### src/rtl/pipe_ctrl_pkg.sv
// rtl/pipe_ctrl_pkg.sv - stage indices and hold FSM state type shared by the pipeline controller
package pipe_ctrl_pkg;

    // Stage indices of the default 5-stage in-order pipeline
    localparam int STG_IF  = 0;
    localparam int STG_ID  = 1;
    localparam int STG_EX  = 2;
    localparam int STG_MEM = 3;
    localparam int STG_WB  = 4;

    localparam int DEF_NUM_STAGES = STG_WB + 1;
    localparam int DEF_CNT_W      = 4;

    // Timed-hold controller states
    typedef enum logic {
        IDLE = 1'b0,
        HOLD = 1'b1
    } hold_state_e;

endpackage

### src/rtl/pipe_hold_fsm.sv
// rtl/pipe_hold_fsm.sv - timed multi-cycle hold sequencer producing a one-hot hold vector
module pipe_hold_fsm
    import pipe_ctrl_pkg::*;
#(
    parameter int NUM_STAGES = DEF_NUM_STAGES,
    parameter int CNT_W      = DEF_CNT_W,
    parameter int SIDX_W     = $clog2(NUM_STAGES)
) (
    input  logic                  clk,
    input  logic                  rst_n,
    input  logic                  hold_req,
    input  logic [SIDX_W-1:0]     hold_stage,
    input  logic [CNT_W-1:0]      hold_cycles,
    input  logic [SIDX_W-1:0]     flush_src,
    output logic                  hold_ack,
    output logic                  hold_done,
    output logic                  hold_abort,
    output logic [NUM_STAGES-1:0] hold_vec
);

    hold_state_e       state_q, state_d;
    logic [CNT_W-1:0]  cnt_q, cnt_d;
    logic [SIDX_W-1:0] stage_q, stage_d;

    logic [SIDX_W-1:0] req_stage;
    logic              vec_active;
    logic [SIDX_W-1:0] vec_stage;

    // Out-of-range stage numbers collapse onto the last stage (WB)
    assign req_stage = ({1'b0, hold_stage} >= (SIDX_W+1)'(NUM_STAGES))
                     ? SIDX_W'(NUM_STAGES - 1) : hold_stage;

    // State, remaining-cycle count and held stage; reset drops any pending hold
    always_ff @(posedge clk or negedge rst_n) begin
        if (!rst_n) begin
            state_q <= IDLE;
            cnt_q   <= '0;
            stage_q <= '0;
        end else begin
            state_q <= state_d;
            cnt_q   <= cnt_d;
            stage_q <= stage_d;
        end
    end

    // Next state and the ack/done/abort pulses; the first hold cycle is the ack cycle itself
    always_comb begin
        state_d    = state_q;
        cnt_d      = cnt_q;
        stage_d    = stage_q;
        hold_ack   = 1'b0;
        hold_done  = 1'b0;
        hold_abort = 1'b0;
        vec_active = 1'b0;
        vec_stage  = stage_q;
        case (state_q)
            IDLE: begin
                // A request whose stage is about to be flushed is refused outright;
                // rst_n gating keeps pulses quiet while reset is asserted.
                if (rst_n && hold_req && (hold_cycles != '0) && !(flush_src > req_stage)) begin
                    hold_ack   = 1'b1;
                    vec_active = 1'b1;
                    vec_stage  = req_stage;
                    if (hold_cycles == CNT_W'(1)) begin
                        hold_done = 1'b1;
                    end else begin
                        state_d = HOLD;
                        cnt_d   = hold_cycles - CNT_W'(1);
                        stage_d = req_stage;
                    end
                end
            end
            HOLD: begin
                // A redirect from a younger-fetched stage kills the held instruction
                if (flush_src > stage_q) begin
                    hold_abort = 1'b1;
                    state_d    = IDLE;
                    cnt_d      = '0;
                end else begin
                    vec_active = 1'b1;
                    if (cnt_q == CNT_W'(1)) begin
                        hold_done = 1'b1;
                        state_d   = IDLE;
                        cnt_d     = '0;
                    end else begin
                        cnt_d = cnt_q - CNT_W'(1);
                    end
                end
            end
            default: begin
                state_d = IDLE;
                cnt_d   = '0;
            end
        endcase
    end

    // One-hot decode of the held stage
    always_comb begin
        hold_vec = '0;
        for (int i = 0; i < NUM_STAGES; i++) begin
            hold_vec[i] = vec_active && (vec_stage == SIDX_W'(i));
        end
    end

endmodule

### src/rtl/pipe_ctrl.sv
// rtl/pipe_ctrl.sv - N-stage stall/flush controller; perf counters built only with PIPE_CTRL_PERF_EN
module pipe_ctrl
    import pipe_ctrl_pkg::*;
#(
    parameter int NUM_STAGES = DEF_NUM_STAGES,
    parameter int CNT_W      = DEF_CNT_W,
    parameter int SIDX_W     = $clog2(NUM_STAGES)
) (
    input  logic                  clk,
    input  logic                  rst_n,
    input  logic [NUM_STAGES-1:0] stall_req,
    input  logic [NUM_STAGES-1:0] flush_req,
    input  logic                  hold_req,
    input  logic [SIDX_W-1:0]     hold_stage,
    input  logic [CNT_W-1:0]      hold_cycles,
    output logic                  hold_ack,
    output logic                  hold_done,
    output logic                  hold_abort,
    output logic [NUM_STAGES-1:0] stall,
    output logic [NUM_STAGES-1:0] flush,
    output logic [31:0]           perf_stall_cnt,
    output logic [31:0]           perf_flush_cnt
);

    logic [SIDX_W-1:0]     flush_src;
    logic [NUM_STAGES-1:0] hold_vec;

    // Highest requesting stage is the flush source; flush_req[0] alone kills nothing
    always_comb begin
        flush_src = '0;
        for (int i = 0; i < NUM_STAGES; i++) begin
            if (flush_req[i]) begin
                flush_src = SIDX_W'(i);
            end
        end
    end

    pipe_hold_fsm #(
        .NUM_STAGES (NUM_STAGES),
        .CNT_W      (CNT_W),
        .SIDX_W     (SIDX_W)
    ) u_hold_fsm (
        .clk         (clk),
        .rst_n       (rst_n),
        .hold_req    (hold_req),
        .hold_stage  (hold_stage),
        .hold_cycles (hold_cycles),
        .flush_src   (flush_src),
        .hold_ack    (hold_ack),
        .hold_done   (hold_done),
        .hold_abort  (hold_abort),
        .hold_vec    (hold_vec)
    );

    // Thermometer stall from the top down; a flushed stage is never also stalled
    always_comb begin
        logic acc;
        acc   = 1'b0;
        flush = '0;
        stall = '0;
        for (int j = NUM_STAGES - 1; j >= 0; j--) begin
            acc      = acc | stall_req[j] | hold_vec[j];
            flush[j] = SIDX_W'(j) < flush_src;
            stall[j] = acc & ~flush[j];
        end
    end

`ifdef PIPE_CTRL_PERF_EN
    logic [31:0] perf_stall_q, perf_stall_d;
    logic [31:0] perf_flush_q, perf_flush_d;

    // Saturating event counters
    always_comb begin
        perf_stall_d = perf_stall_q;
        perf_flush_d = perf_flush_q;
        if (stall[0] && (perf_stall_q != 32'hFFFF_FFFF)) begin
            perf_stall_d = perf_stall_q + 32'd1;
        end
        if ((|flush) && (perf_flush_q != 32'hFFFF_FFFF)) begin
            perf_flush_d = perf_flush_q + 32'd1;
        end
    end

    // Counter registers
    always_ff @(posedge clk or negedge rst_n) begin
        if (!rst_n) begin
            perf_stall_q <= '0;
            perf_flush_q <= '0;
        end else begin
            perf_stall_q <= perf_stall_d;
            perf_flush_q <= perf_flush_d;
        end
    end

    assign perf_stall_cnt = perf_stall_q;
    assign perf_flush_cnt = perf_flush_q;
`else
    assign perf_stall_cnt = 32'd0;
    assign perf_flush_cnt = 32'd0;
`endif

endmodule

### config.mk
export PLATFORM = sky130hd
export DESIGN_NAME = pipe_ctrl
export DESIGN_NICKNAME = d
export VERILOG_FILES = /design/src/rtl/pipe_ctrl_pkg.sv /design/src/rtl/pipe_hold_fsm.sv /design/src/rtl/pipe_ctrl.sv
export SDC_FILE = /design/constraint.sdc
export NUM_CORES = 1
export LEC_CHECK = 0
export ABC_AREA = 1
export CORE_UTILIZATION = 30
export DETAILED_ROUTE_END_ITERATION = 8
export GPL_ROUTABILITY_DRIVEN = 0
export GPL_TIMING_DRIVEN = 0
export PLACE_DENSITY = 0.7
export SKIP_CTS_REPAIR_TIMING = 1
export SYNTH_ARGS = -nofsm -noshare
export SYNTH_HDL_FRONTEND = slang
export SYNTH_SLANG_ARGS = --single-unit
### constraint.sdc
create_clock -name clk -period 2.87 [get_ports clk]
set_input_delay 0.574 -clock clk [delete_from_list [all_inputs] [get_ports clk]]
set_output_delay 0.574 -clock clk [all_outputs]
set_load 0.03 [all_outputs]
==> results.md <==
* GRT overflow at 0
* P_int at 538.5 uW
* F_max at 339.1 MHz
* Power share of the clock group at 12.5%
* DP Wirelength at 2490 um
* Die width at 71.05 um
* WL per Instance at 9.022 um
* ANT cells at 0
* Avg Synthesized Cell Area at 6.810 um2
* Post-layout min period at 2.949 ns
* Fillers at 420
* Hold Vio Cnt, Final at 0
* Vias per cell at 3.756
* IR drop worst, VDD at 0.2044 mV
* Hold WC Path Type: primary input to async pin
* Simple logic cell fraction of the synthesized area at 23.18%
* Synthesis Warnings at 0
* Clock root buffer master: clkbuf_8
* Share of layout cells above drive strength 1 at 43.45%
* Initial Util at 31.96%
* Sequential cell area fraction in the yosys report at 14.00%
* Design area at 0.002312 mm2
* Sw frac at 50.72%
* Initial antenna violation count at 0
* FP Rows at 24
* Fraction of synthesized area in multiplexers at 0%
* Kind of critical path: primary input to output port
* Storage cell area at 200.2 um2
* Starting DRT DRC Count at 46
* Number of global-route vias before repair at 1049
* Syn-to-layout area delta at 61.68%
* Top cells by area, synth: buf_4 35%, dfrtp_1 14%, nand2_1 9.4%
* TNS Setup at -0.1410 ns
* Complex-gate fraction of the synthesized area at 10.85%
* Worst reg2reg path depth at 11
* Post-Synth Adder-Cell Area at 8.749%
* CTS Buffer Depth at 2
* Multi-input logic area at 0.001054 mm2
* EDFF count, synth at 0
* Clk slew on worst S/H paths at 0.04 ns
* Logic pwr share at 67.6%
* Overall power at 1.093 mW
* Setup violators final at 3
* XOR/XNOR Fraction of Synth Area at 1.225%
* FFs w/ async S/R, synth at 100.0%
* Final Max Slew Viols at 0
* Top cell type's share of synthesized area at 34.65%
* Finished Core Util at 51.68%
* Hold WS at 0.1932 ns
* Die height at 71.05 um
* Global-route usage over all layers at 11.04%
* Final Non-Filler Cells at 365
* Failing checks: design-rule violations, negative setup slack
* Critical path endpoint category: output port
* Crit path DAT at 2.38 ns
* Remaining DRCs at 7
* Leakage at 1.393 nW
* Worst slack, placed at -1.124 ns
* RSZ-0062 raised after global routing: true
* #FFs+latches synth at 8
* Post-Place Cells at 356
* Worst-path maximum fanout at 6
* Pin count of the biggest net entering global routing at 10
* Total core area at 0.004474 mm2
* Pwr dens at 472.6 mW/mm2
* Port buffer count at 30
* Setup Skew at 0.0006065 ns
* Final nets at 345
* Die ar. at 0.005047 mm2
* DR pass1 iterations at 8
* Post-Place Cell Area at 0.002044 mm2
* CP Launch Type: primary input
* Worst endpoint required time at 2.30 ns
* Total wire length at 3293 um
* Detail Route Antenna Nets at 0
* Tcrit/Tclk final at 102.8%
* Seq pwr share at 19.9%
* CTS tree: built
* Switching pwr at 554.3 uW
* Distinct cells, synth at 25
* Total I/O pin count at 97
* Syn Inst Count at 210
* CTS buffer count at 3
* Clock latency on the worst-skew pair at 0.23 ns
* Status: finished with violations
* TritonCTS sink count at 8
* Final setup margin at -0.07919 ns
* Synth Flop Type: dfrtp_1
* Max Cap Viol at 0
* H-tree level count at 1
* Synthesized area at 0.001430 mm2
* Via Count at 1371
* Area leader, netlist: buf_4
* First-pass GRT wire length at 4436 um
* Largest family of logic cells by synthesized area: buffers and inverters
-- critical path, stage by stage --
cell and delay, ns:
buf_6 0.07, inv_2 0.03, o21ai_2 0.13, nand2_2 0.10, ha_4 0.28, nand3_4 0.06
nand2_4 0.10, nand3_4 0.14, nand2_4 0.12, a21oi_4 0.08, nand2_2 0.08, nand2_2 0.06
nor2_4 0.17, nand4_1 0.10, nand2_1 0.10, inv_2 0.04, buf_6 0.12
-- layer usage --
metal | up-vias | share of wire [%] | GRT usage [%]
li1 | 744 | - | -
met1 | 565 | 37 | 12.05
met2 | 54 | 55 | 20.94
met3 | 8 | 6.3 | 1.425
met4 | 0 | 2.5 | 5.333
met5 | - | 0 | 0
-- layout by cell type (no fill, tap or decap), types with 4 or more instances in the layout --
cell,n
nand2_1,22
ha_1,6
inv_1,19
nand2_2,16
clkdlybuf4s50_1,9
nor2_1,8
dfrtp_1,8
buf_6,4
conb_1,65
nand4_1,6
nor2_4,4
ha_4,4
inv_2,6
buf_4,76
dlymetal6s2s_1,10
nand2_4,4
o21ai_0,7
-- final cells by class --
class | count | share of cell area (%)
flip-flops and latches | 8 | 8.658
multi-input cells | 173 | 45.56
repair buffers | 36 | 15.15
well taps | 52 | 2.814
plain buffers | 66 | 21.43
clock buffers | 3 | 1.786
inverters | 27 | 4.600
-- kinds of logic (layout without fill, tap and decap cells) --
group	count (synthesis)	in the layout
AO/OA/AOI/OAI	25	25
XOR/XNOR	2	2
adder cells (fa/ha/maj)	10	10
buffers and inverters	93	132
flip-flops	8	8
other	1	65
AND/OR/NAND/NOR	71	71
-- path summary, 6_finish.rpt --
path | start | end | slack, ns
worst max-delay path | flush_req[1] | stall[0] | -0.08
worst min-delay path | rst_n | u_hold_fsm.cnt_q[1] | 0.19
worst max register to register | u_hold_fsm.stage_q[2] | u_hold_fsm.cnt_q[0] | 1.08
worst min register to register | u_hold_fsm.stage_q[2] | u_hold_fsm.stage_q[2] | 0.50
max in group asynchronous | rst_n | u_hold_fsm.stage_q[0] | 2.49
min in group clk | u_hold_fsm.stage_q[2] | u_hold_fsm.stage_q[2] | 0.50
-- power by group through the flow --
stage / combinational (mW) / sequential [mW] / clock [mW]
global placement: 0.630 / 0.214 / 0
CTS: 0.641 / 0.214 / 0.141
global route: 0.813 / 0.226 / 0.141
detailed placement: 0.638 / 0.215 / 0
finish: 0.739 / 0.217 / 0.137
floorplan: 0.522 / 0.203 / 0
-- synth_stat cells, types with 2 or more instances --
master	number
nand3_1	5
dfrtp_1	8
xor2_1	2
nor2_1	12
buf_4	66
ha_1	10
inv_1	26
o22ai_1	2
nand4_1	6
nor2_2	2
nor3_1	2
nand2_1	36
nand2_2	6
a21oi_1	6
a31oi_1	3
o21ai_0	9
-- registers in the layout, indices dropped and copies added (netlist names) --
register and flops:
u_hold_fsm.stage_q 3, u_hold_fsm.state_q 1, u_hold_fsm.cnt_q 4
Power figures use the tool's default switching activity.
